## src/rtl/viterbi_pkg.sv

```systemverilog
// Shared types and helpers for the Viterbi decoder sequencer.
package viterbi_pkg;

  localparam int unsigned CW_DEFAULT = 6;

  typedef enum logic [2:0] {
    StIdle,
    StAcs,
    StCommit,
    StTb,
    StOut
  } state_e;

  // Step a column index back by one inside a window of 'depth' columns.
  function automatic int unsigned col_dec(input int unsigned col, input int unsigned depth);
    return (col == 0) ? depth - 1 : col - 1;
  endfunction

endpackage

```

## src/rtl/viterbi_col_ctr.sv

```systemverilog
// Modulo-TB_DEPTH up/down column counter with synchronous load.
module viterbi_col_ctr
  import viterbi_pkg::*;
#(
  parameter int unsigned CW       = CW_DEFAULT,
  parameter int unsigned TB_DEPTH = 32
) (
  input  logic          clk,
  input  logic          reset,
  input  logic          en,
  input  logic          up,
  input  logic          load,
  input  logic [CW-1:0] load_val,
  output logic [CW-1:0] col
);

  localparam logic [CW-1:0] LastCol = CW'(TB_DEPTH - 1);

  logic [CW-1:0] col_d;

  // Load wins over count; counting wraps at both ends of the window.
  always_comb begin
    col_d = col;
    if (load) begin
      col_d = load_val;
    end else if (en) begin
      if (up) begin
        col_d = (col == LastCol) ? '0 : col + 1'b1;
      end else begin
        col_d = CW'(col_dec(32'(col), TB_DEPTH));
      end
    end
  end

  // Column register.
  always_ff @(posedge clk or negedge reset) begin
    if (!reset) begin
      col <= '0;
    end else begin
      col <= col_d;
    end
  end

endmodule

```

## src/rtl/viterbi_seq_ctrl.sv

```systemverilog
// Viterbi sequencer: per-symbol ACS sweep, survivor commit, traceback and bit output.
module viterbi_seq_ctrl
  import viterbi_pkg::*;
#(
  parameter int unsigned NUM_STATES = 4,
  parameter int unsigned TB_DEPTH   = 32,
  parameter int unsigned CW         = CW_DEFAULT,
  localparam int unsigned SW        = (NUM_STATES > 1) ? $clog2(NUM_STATES) : 1
) (
  input  logic          clk,
  input  logic          reset,
  input  logic          in_valid,
  output logic          in_ready,
  input  logic          flush,
  output logic          acs_en,
  output logic [SW-1:0] acs_idx,
  output logic          acs_first,
  output logic          sv_we,
  output logic          pm_swap,
  output logic [CW-1:0] wr_col,
  output logic          tb_en,
  output logic          tb_start,
  output logic [CW-1:0] tb_col,
  input  logic          tb_bit,
  output logic          out_valid,
  output logic          out_bit,
  input  logic          out_ready,
  output logic          busy
);

  // fill counts 0..TB_DEPTH inclusive, so it needs one more code than a column.
  localparam int unsigned FW = $clog2(TB_DEPTH + 1);

  state_e        state;
  logic [FW-1:0] fill;
  logic [FW-1:0] tb_cnt;
  logic          flush_lat;

  logic [FW-1:0] fill_inc;
  logic          commit_to_tb;
  logic          out_to_tb;
  logic          tb_last;
  logic          tb_load;
  logic          tb_dec;
  logic [CW-1:0] tb_load_val;

  assign in_ready = (state == StIdle);
  assign busy     = (state != StIdle);
  assign acs_en   = (state == StAcs);
  assign sv_we    = (state == StCommit);
  assign tb_en    = (state == StTb);

  // Transition conditions and traceback column control.
  always_comb begin
    fill_inc     = fill + 1'b1;
    commit_to_tb = (fill_inc == FW'(TB_DEPTH)) || (flush_lat && (fill_inc != '0));
    out_to_tb    = (state == StOut) && out_ready && flush_lat && (fill != '0);
    tb_last      = (tb_cnt == '0);
    tb_load      = ((state == StCommit) && commit_to_tb) || out_to_tb;
    tb_dec       = (state == StTb) && !tb_last;
    // From COMMIT wr_col advances on the same edge, so its current value is already newest.
    tb_load_val  = (state == StCommit) ? wr_col : CW'(col_dec(32'(wr_col), TB_DEPTH));
  end

  viterbi_col_ctr #(
    .CW       (CW),
    .TB_DEPTH (TB_DEPTH)
  ) u_wr_ctr (
    .clk      (clk),
    .reset    (reset),
    .en       (sv_we),
    .up       (1'b1),
    .load     (1'b0),
    .load_val ({CW{1'b0}}),
    .col      (wr_col)
  );

  viterbi_col_ctr #(
    .CW       (CW),
    .TB_DEPTH (TB_DEPTH)
  ) u_tb_ctr (
    .clk      (clk),
    .reset    (reset),
    .en       (tb_dec),
    .up       (1'b0),
    .load     (tb_load),
    .load_val (tb_load_val),
    .col      (tb_col)
  );

  // Main sequencer FSM with registered strobes and output bit.
  always_ff @(posedge clk or negedge reset) begin
    if (!reset) begin
      state     <= StIdle;
      acs_idx   <= '0;
      acs_first <= 1'b0;
      pm_swap   <= 1'b0;
      tb_start  <= 1'b0;
      fill      <= '0;
      tb_cnt    <= '0;
      flush_lat <= 1'b0;
      out_valid <= 1'b0;
      out_bit   <= 1'b0;
    end else begin
      acs_first <= 1'b0;
      pm_swap   <= 1'b0;
      tb_start  <= 1'b0;
      case (state)
        StIdle: begin
          if (in_valid) begin
            state     <= StAcs;
            flush_lat <= flush;
            acs_idx   <= '0;
            acs_first <= 1'b1;
          end
        end
        StAcs: begin
          // NUM_STATES is a power of two, so the index wraps back to 0 on exit.
          acs_idx <= acs_idx + 1'b1;
          if (acs_idx == SW'(NUM_STATES - 1)) begin
            state   <= StCommit;
            pm_swap <= 1'b1;
          end
        end
        StCommit: begin
          fill <= fill_inc;
          if (commit_to_tb) begin
            state    <= StTb;
            tb_start <= 1'b1;
            tb_cnt   <= fill_inc - 1'b1;
          end else begin
            state <= StIdle;
          end
        end
        StTb: begin
          if (tb_last) begin
            out_bit   <= tb_bit;
            out_valid <= 1'b1;
            fill      <= fill - 1'b1;
            state     <= StOut;
          end else begin
            tb_cnt <= tb_cnt - 1'b1;
          end
        end
        StOut: begin
          if (out_ready) begin
            out_valid <= 1'b0;
            if (out_to_tb) begin
              state    <= StTb;
              tb_start <= 1'b1;
              tb_cnt   <= fill - 1'b1;
            end else begin
              flush_lat <= 1'b0;
              state     <= StIdle;
            end
          end
        end
        default: state <= StIdle;
      endcase
    end
  end

endmodule
```

## config.mk

```make
export PLATFORM = sky130hd
export DESIGN_NAME = viterbi_seq_ctrl
export DESIGN_NICKNAME = d
export VERILOG_FILES = /design/src/rtl/viterbi_pkg.sv /design/src/rtl/viterbi_col_ctr.sv /design/src/rtl/viterbi_seq_ctrl.sv
export SDC_FILE = /design/constraint.sdc
export NUM_CORES = 1
export LEC_CHECK = 0
export CORE_MARGIN = 1
export CORE_UTILIZATION = 59
export DETAILED_ROUTE_END_ITERATION = 8
export PLACE_DENSITY = 0.92
export SLEW_MARGIN = 20
export SYNTH_ARGS = -nofsm -noshare
export SYNTH_HDL_FRONTEND = slang
export SYNTH_SLANG_ARGS = --single-unit
export TNS_END_PERCENT = 30
```

## constraint.sdc

```tcl
create_clock -name clk -period 4.6 [get_ports clk]
set_input_delay 0.92 -clock clk [delete_from_list [all_inputs] [get_ports clk]]
set_output_delay 0.92 -clock clk [all_outputs]
set_load 0.02 [all_outputs]
```

==> Word-level counts from Yosys, hierarchy flattened <==
Cells that the tools add are included.
W data, S select, Z words.
{ "totals": {"ff_bits": 35, "input_bits": 6, "output_inout_bits": 24, "wordCells": 101} }
{ "classes": {"n_addsub": 8, "eq_ne": 15, "n_mux": 37, "n_reduce_logical": 29} }
{ "op_table": {"columns": ["op", "count"], "rows": [
  ["$mux W6", 11],
  ["$sub A6 B1 Y6 const B", 5],
  ["$logic_not A6 Y1", 3],
  ["$pmux W6 S3", 1],
  ["$pmux W3 S5", 1],
  ["$add A6 B1 Y6 const B", 2],
  ["$mux W1", 12],
  ["$mux W3", 4],
  ["$pmux W6 S2", 1],
  ["$reduce_bool A6 Y1", 2],
  ["$ne A2 B2 Y1 const B", 5],
  ["$reduce_bool A2 Y1", 5],
  ["$reduce_and A4 Y1", 2],
  ["$eq A3 B2 Y1 const B", 2],
  ["$eq A6 B5 Y1 const B", 1],
  ["$eq A6 B6 Y1 const B", 1],
  ["$logic_and A1 B1 Y1", 6],
  ["$mux W2", 3],
  ["$ne A2 B1 Y1 const B", 3],
  ["$pmux W1 S2", 3],
  ["$reduce_and A2 Y1", 3],
  ["$reduce_bool A3 Y1", 2],
  ["$reduce_and A5 Y1", 1],
  ["$pmux W2 S2", 1],
  ["other kinds (8)", 9]
]} }

==> Depth between registers and ports, before layout <==
Gate-level depths: netlist of run 1.
{ "logic_depth": {"ltp_word": 7, "mapped_depth": 10, "depth_no_buf": 8} }

==> By module <==
From an unflattened synthesis of run 1, not the netlist that was laid out.
{ "unflattened": {"cells_unflattened": 358, "hier_area_um2": 2917.8} }
{ "by_module_without_submodules": {"columns": ["module", "n_inst", "cells_per_inst", "area_each_um2", "seq_area_each_um2"], "rows": [
  ["viterbi_seq_ctrl", 1, 200, 1676.6, 575.6],
  ["viterbi_col_ctr", 2, 79, 620.6, 150.1]
]} }

==> Worst setup path after synthesis of run 1 <==
No wires, ideal clock.
{ "synth_timing": {"kind": "register to register", "start": "register state[1]", "end": "register tb_cnt[4]", "setup_ns": 0.128, "arrival_time_ns": 2.237, "required_ns": 4.472, "path_slack_ns": 2.236, "stages_incl_launch_ff": 11, "path_buffers": 2, "period_less_slack_ns": 2.364, "cell_sequence": "dfrtp_1 -> clkbuf_1 -> nand3b_1 -> inv_1 -> buf_1 -> mux2i_1 -> ha_1 -> o2111ai_1 -> xor2_1 -> mux2i_1 -> o21ai_0"} }
{ "synth_via": {"word_cells_on_any_way": 13, "classes_between": "eq/ne (7); mux (1); reduce/logical (5)"} }
{ "synth_rtl": {"columns": ["item", "line", "text"], "rows": [
  ["from (decl)", "viterbi_seq_ctrl.sv:34", "state_e state;"],
  ["from (signal assigned)", "viterbi_seq_ctrl.sv:94", "state <= StIdle;"],
  ["from (signal assigned)", "viterbi_seq_ctrl.sv:111", "state <= StAcs;"],
  ["from (signal assigned)", "viterbi_seq_ctrl.sv:121", "state <= StCommit;"],
  ["$eq A3 B2 Y1 *", null, null],
  ["named net tb_en", "viterbi_seq_ctrl.sv:21", "output logic tb_en,"],
  ["$ne A2 B2 Y1 (no line) / $reduce_bool A3 Y1 (equally long branches)", null, null],
  ["$reduce_and A5 Y1 (no line)", null, null],
  ["to (signal assigned)", "viterbi_seq_ctrl.sv:130", "tb_cnt <= fill_inc - 1'b1;"],
  ["to (signal assigned)", "viterbi_seq_ctrl.sv:142", "tb_cnt <= tb_cnt - 1'b1;"],
  ["to (signal assigned)", "viterbi_seq_ctrl.sv:151", "tb_cnt <= fill - 1'b1;"],
  ["to (decl)", "viterbi_seq_ctrl.sv:36", "logic [FW-1:0] tb_cnt;"]
]} }
The timed path passes the listed nets; every way through them passes the cells marked *.
A chain may end at the register's enable or synchronous reset.

==> Final worst setup path of run 1 <==
{ "layout_timing": {"start": "register state[2]", "end": "output port tb_en"} }
{ "layout_via": {"elab_chain_cells": 1} }
{ "layout_lines": {"columns": ["item", "line", "text"], "rows": [
  ["$eq A3 B2 Y1", "viterbi_seq_ctrl.sv:51", "assign tb_en = (state == StTb);"],
  ["to (decl)", "viterbi_seq_ctrl.sv:21", null]
]} }
Every way passes these cells.

==> results of run 1 <==
-- metrics by stage --
stage          worst slack [ns]  instance area (µm²)  hold slack, ns
2_1_floorplan              2.24                 2290           0.472
3_5_place_dp               1.46                 2580           0.495
5_1_grt                    1.01                 2670           0.542
3_3_place_gp               1.51                 2580           0.500
4_1_cts                    1.14                 2670           0.522
6_report                   1.14                 2670           0.520
-- flip-flops by register name, indices dropped and copies added, names as in the netlist --
| register | cells |
|---|---|
| tb_start | 1 |
| acs_idx | 2 |
| u_tb_ctr.col | 6 |
| acs_first | 1 |
| state | 3 |
| u_wr_ctr.col | 6 |
| out_valid | 1 |
| tb_cnt | 6 |
| out_bit | 1 |
| pm_swap | 1 |
| fill | 6 |
| flush_lat | 1 |
-- logic make-up (layout without fill, tap and decap cells) --
logic type      after synthesis  after routing  synth area share
compound gates               61             61             0.179
xor+xnor                     21             21            0.0804
fa+ha+maj                     9              9            0.0492
buf+inv                      30             54            0.0536
flops                        35             35             0.383
mux                          10             10            0.0448
simple gates                 99             99             0.211
-- final cells by class --
class	instances	share of cell area
Timing Repair Buffer	30	0.112
Inverter	16	0.0225
Multi-Input combinational cell	200	0.484
Clock buffer	7	0.0286
Clock inverter	1	0.00188
Tap cell	48	0.0225
Sequential cell	35	0.329
-- metal layers --
| layer | global-route usage | vias up |
|---|---|---|
| met5 | 0 | - |
| met4 | 0.0972 | 0 |
| met3 | 0.0518 | 4 |
| met2 | 0.449 | 65 |
| met1 | 0.313 | 919 |
| li1 | - | 967 |
-- power by group --
group / internal, mW / switching [mW]
clock: 0.106 / 0.106
sequential: 0.432 / 0.180
combinational: 0.527 / 0.604
total: 1.06 / 0.890
-- cells in the final DEF (no fill, tap or decap), types with 3 or more instances in the layout --
cell type        count
xor2_1               9
o22ai_1              4
dfrtp_1             35
o21ai_0             16
or3_1                3
nand2_1             37
nand3_1              9
nor2_1              26
a21oi_1             13
o221ai_1             5
ha_1                 9
xnor2_1             12
nand2b_1             6
a211oi_1             3
mux2i_1              8
clkbuf_8             5
a31oi_1              3
inv_1               16
clkdlybuf4s50_1     29
-- worst max path at each step --
stage / startpoint / to
floorplan: state[1] / tb_cnt[4]
CTS: state[2] / tb_en
finish: state[2] / tb_en
global route: state[2] / tb_en
detailed placement: state[2] / tb_en
global placement: state[2] / tb_en
==> results.ini, run 1 <==
[synth]
synthTopCellsByCount=37 x nand2_1, 35 x dfrtp_1, 26 x nor2_1
yosysUniqueCellTypes=52
synth_area_leader_cell=dfrtp_1
synth_edf_count=0
yosysSeqAreaShare=0.383
yosysMostFrequentCell=nand2_1
syn_inst=265
syn-cell-area_um2=2290
synth_top_area_frac=0.383
syn_area_per_cell_um2=8.64
ys_ff_latch=35
syn_nets=280
synth_warnings=0
async_reset_ff_frac=1.00
synth.area.top_cells=dfrtp_1 38%, nand2_1 6.1%, ha_1 4.9%
synth_flop_cell=dfrtp_1

[drt]
vias=1955
drtAntennaViolNets=0
drc=0
wl_met3_um=241
wl_met2_um=2320
highest_layer=met4
routed_wl_um=4730
wl_per_cell_um=14.0
met1Wirelength_um=2110
drt_iter0_drc=199
drtPass1Iterations=4
viasPerCell=5.80

[placed_design]
numPortBuffers=29
gp_congestion=0.827
dp.cells=329
hpwlAfterDp_um=3450

[global_routing]
grt_overflow=0
grtUsageTotal=0.258
grt_pass1_vias=1830
antenna_found_initial=0
grt_max_degree=36
grt_first_pass_wirelength_um=8150

[power]
total_power_mw=1.95
power-per-cell-area_nw_per_um2=733
ir_drop_uv=457
p_leak_nw=1.19

[floorplanning]
die_area_um2=4130
coreArea_um2=3690
die_w_um=64.3
pin_count=30
start_util=0.620
dieHeight_um=64.3
row_count=22

[finish]
final_core_util=0.723
regArea_um2=876
finalNonFillerCells=337
drive_above_1_share=0.0588
nets=303
antenna_cells=0
syn_to_final_growth_pct=16.5
multi_input_area_um2=1290
n_fill_cell=290

[critical_path]
crit_arrival_ns=2.54
start_kind=flip-flop
worst_path_max_delay_cell=clkdlybuf4s50_1
reg2reg_depth=8
path_delay_family=buffers and inverters
critical_path_class=flip-flop to primary output
worstReg2RegEnd=tb_cnt[4]
cp.required_ns=3.68
cp_slowest_stage_delay_ns=0.70
crit_chain=nand3b_1 > inv_1 > clkdlybuf4s50_1
rr_startpoint=state[2]
crit_fanout=16
crit_path_end_kind=primary output
cp_num_buf_inv=2
reg2reg_slack_ns=1.91
path_depth=3

[timing]
hold_viol_final=0
setup_viol_count_final=0
report.final.slew_viol_count=0
rsz0062_at_grt=false
finalClockSkew_ns=0.00700
fin_crit_sh=0.752
tightest_slew_ns=0.704
max_freq_mhz=289
min_period_ns=3.46
setup_tns_ns=0
slew_headroom=0.531

[clock_network]
cts_sinks=35
clkLatencyLatePin_ns=0.29
postCtsSetupBuffers=0
cts-root-buf=clkbuf_8
cts-resized-gates=0
cts_buffers=5
clockBufferDepth=2
path_clk_slew_ns=0.07
htreeDepth=2
cts_tree=done
ctsHoldBuffers=0

[worst_hold_path]
hold-path-cell-count=1
min_to=out_bit
hp-class=flip-flop to flip-flop
min-delay-start=out_bit

[run]
maxCapViolCount=0

[outcome]
status=completed

Power figures use the tool's default switching activity.
==> run 2, diff against run 1 <==
--- a/config.mk
+++ b/config.mk
@@ -6,9 +6,9 @@
 export NUM_CORES = 1
 export LEC_CHECK = 0
 export CORE_MARGIN = 1
-export CORE_UTILIZATION = 59
+export CORE_UTILIZATION = 50
 export DETAILED_ROUTE_END_ITERATION = 8
-export PLACE_DENSITY = 0.92
+export PLACE_DENSITY = 0.83
 export SLEW_MARGIN = 20
 export SYNTH_ARGS = -nofsm -noshare
 export SYNTH_HDL_FRONTEND = slang
==> constraint.sdc (replaced) <==
create_clock -name clk -period 3 [get_ports clk]
set_input_delay 0.6 -clock clk [delete_from_list [all_inputs] [get_ports clk]]
set_output_delay 0.6 -clock clk [all_outputs]
set_load 0.02 [all_outputs]
==> run 2 against run 1 <==
Effect of this change: routed wire length rose by 3.3%; critical path depth increased by 1; final cell count rose by 2.1%; critical path type unchanged; first-iteration DRC count shrank 3.5%; sequential power rose by 53%; largest power group unchanged.
==> results.ini, run 2 (synthesis results as in run 1) <==
[worst_hold_path]
hp-class=flip-flop to flip-flop
min_to=out_bit
min-delay-start=out_bit
hold-path-cell-count=1  ; unchanged

[critical_path]
rr_startpoint=fill[0]
crit_chain=nand2b_1 > or2_2 > clkinvlp_4 > clkdlybuf4s50_1
start_kind=flip-flop
cp_slowest_stage_delay_ns=0.64  ; -0.06 ns
worst_path_max_delay_cell=clkdlybuf4s50_1
crit_fanout=14  ; -2
worstReg2RegEnd=tb_cnt[5]
cp.required_ns=2.40  ; -1.28 ns
critical_path_class=flip-flop to primary output
reg2reg_depth=8  ; unchanged
crit_path_end_kind=primary output
reg2reg_slack_ns=0.50  ; -1.41 ns
crit_arrival_ns=2.15  ; -0.39 ns

[global_routing]
antenna_found_initial=0  ; unchanged
grt_first_pass_wirelength_um=8410  ; +3.2%
grtUsageTotal=0.218  ; -0.0398
grt_pass1_vias=1852  ; +1.2%
grt_max_degree=36  ; unchanged
grt_overflow=0  ; unchanged

[drt]
vias=1978  ; +1.2%
viasPerCell=5.75  ; -0.88%
drtAntennaViolNets=0  ; unchanged
drtPass1Iterations=4  ; unchanged
wl_per_cell_um=14.2  ; +1.2%
routed_wl_um=4890  ; +3.3%
drc=0  ; unchanged
drt_iter0_drc=192  ; -3.5%

[floorplanning]
coreArea_um2=4380  ; +19%
start_util=0.522  ; -0.0984
row_count=24  ; +9.1%
die_w_um=69.7  ; +8.4%
die_area_um2=4850  ; +17%
dieHeight_um=69.7  ; +8.4%
pin_count=30  ; unchanged

[finish]
nets=306  ; +0.99%
final_core_util=0.615  ; -0.108
mostFrequentLayoutCell=nand2_1
finalNonFillerCells=344  ; +2.1%
drive_above_1_share=0.0719  ; +0.0131
n_fill_cell=378  ; +30%
antenna_cells=0  ; unchanged
syn_to_final_growth_pct=17.8
most-common-layout-cells=37 x nand2_1, 35 x dfrtp_1, 29 x clkdlybuf4s50_1
final_area_um2=2700  ; +1.2%

[timing]
report.final.slew_viol_count=0  ; unchanged
slew_headroom=0.541  ; +0.0105
setup_tns_ns=0  ; unchanged
setup_viol_count_final=0  ; unchanged
worst_hold_slack_ns=0.516  ; -0.00347 ns
tightest_slew_ns=0.688  ; -0.0157 ns
rsz0062_at_grt=false
fin_crit_sh=0.918
fin_ws_ns=0.245  ; -0.894 ns
finalClockSkew_ns=0.00685  ; -0.000147 ns
max_freq_mhz=363
hold_viol_final=0  ; unchanged
min_period_ns=2.75

[clock_network]
clockBufferDepth=2  ; unchanged
postCtsSetupBuffers=0  ; unchanged
cts-root-buf=clkbuf_8
cts_tree=done
ctsHoldBuffers=0  ; unchanged
cts_buffers=5  ; unchanged
cts_sinks=35  ; unchanged
htreeDepth=2  ; unchanged
path_clk_slew_ns=0.07  ; about the same
clkLatencyLatePin_ns=0.29  ; about the same

[power]
ir_drop_uv=796  ; +74%
seqPwrFrac=0.310  ; -0.003
power.switching_mw=1.38  ; +55%
swShare=0.456  ; about the same
total_power_mw=3.02  ; +55%
power-per-cell-area_nw_per_um2=1120  ; +53%
power.share.clock=0.111  ; +0.002
power.internal_mw=1.64  ; +54%
p_leak_nw=1.19  ; +0.37%
comb_power_share=0.579  ; about the same

[placed_design]
numPortBuffers=29  ; unchanged
gp_congestion=0.826  ; -0.19%
place_ws_ns=0.430  ; -1.03 ns
post_dp_cell_area_um2=2610  ; +1.1%
hpwlAfterDp_um=3490  ; +1.1%
dp.cells=336  ; +2.1%

[run]
maxCapViolCount=0  ; unchanged

[outcome]
status=completed

-- run 2: critical path: cells and delay by family, from the launching register on --
family,cells,cell delay (ns)
simple gates,2,0.54
flops,1,0.48
buf+inv,2,0.85
-- run 2: final cells by class --
type                       count  area, µm²  share of cell area
clock inverter                 1       5.00             0.00186
tap                           52       65.1              0.0241
multi-input combinational    200       1290               0.478
sequential                    35        876               0.325
timing repair buffer          33        320               0.119
inverter                      16       63.8              0.0237
clock buffer                   7       76.3              0.0283
-- run 2: worst max path at each step --
stage / from / to / slack [ns]
final: state[2] / sv_we / 0.25
after global routing: state[2] / sv_we / 0.16
after CTS: state[2] / sv_we / 0.11
after detailed placement: state[2] / sv_we / 0.43
after global placement: state[2] / sv_we / 0.49
after floorplan: state[1] / tb_cnt[4] / 0.64
-- run 2: per-layer routing --
layer / track usage / wire [µm] / part of all wire
met1: 0.291 / 2190 / 0.45
met2: 0.339 / 2330 / 0.48
met3: 0.0494 / 255 / 0.052
met4: 0.100 / 109 / 0.022
met5: 0 / 0 / 0
-- run 2: what timing repair did --
item,CTS,global route
hold endpoints to repair,0,0
resized for setup,0,1
setup endpoints to repair,0,1
-- run 2: power groups by stage --
stage	sequential, mW	combinational, mW	clock (mW)
after floorplan	0.920	1.25	0
after global placement	0.927	1.70	0
after detailed placement	0.938	1.74	0
after CTS	0.930	1.76	0.339
after global routing	0.971	1.95	0.367
final	0.935	1.75	0.335
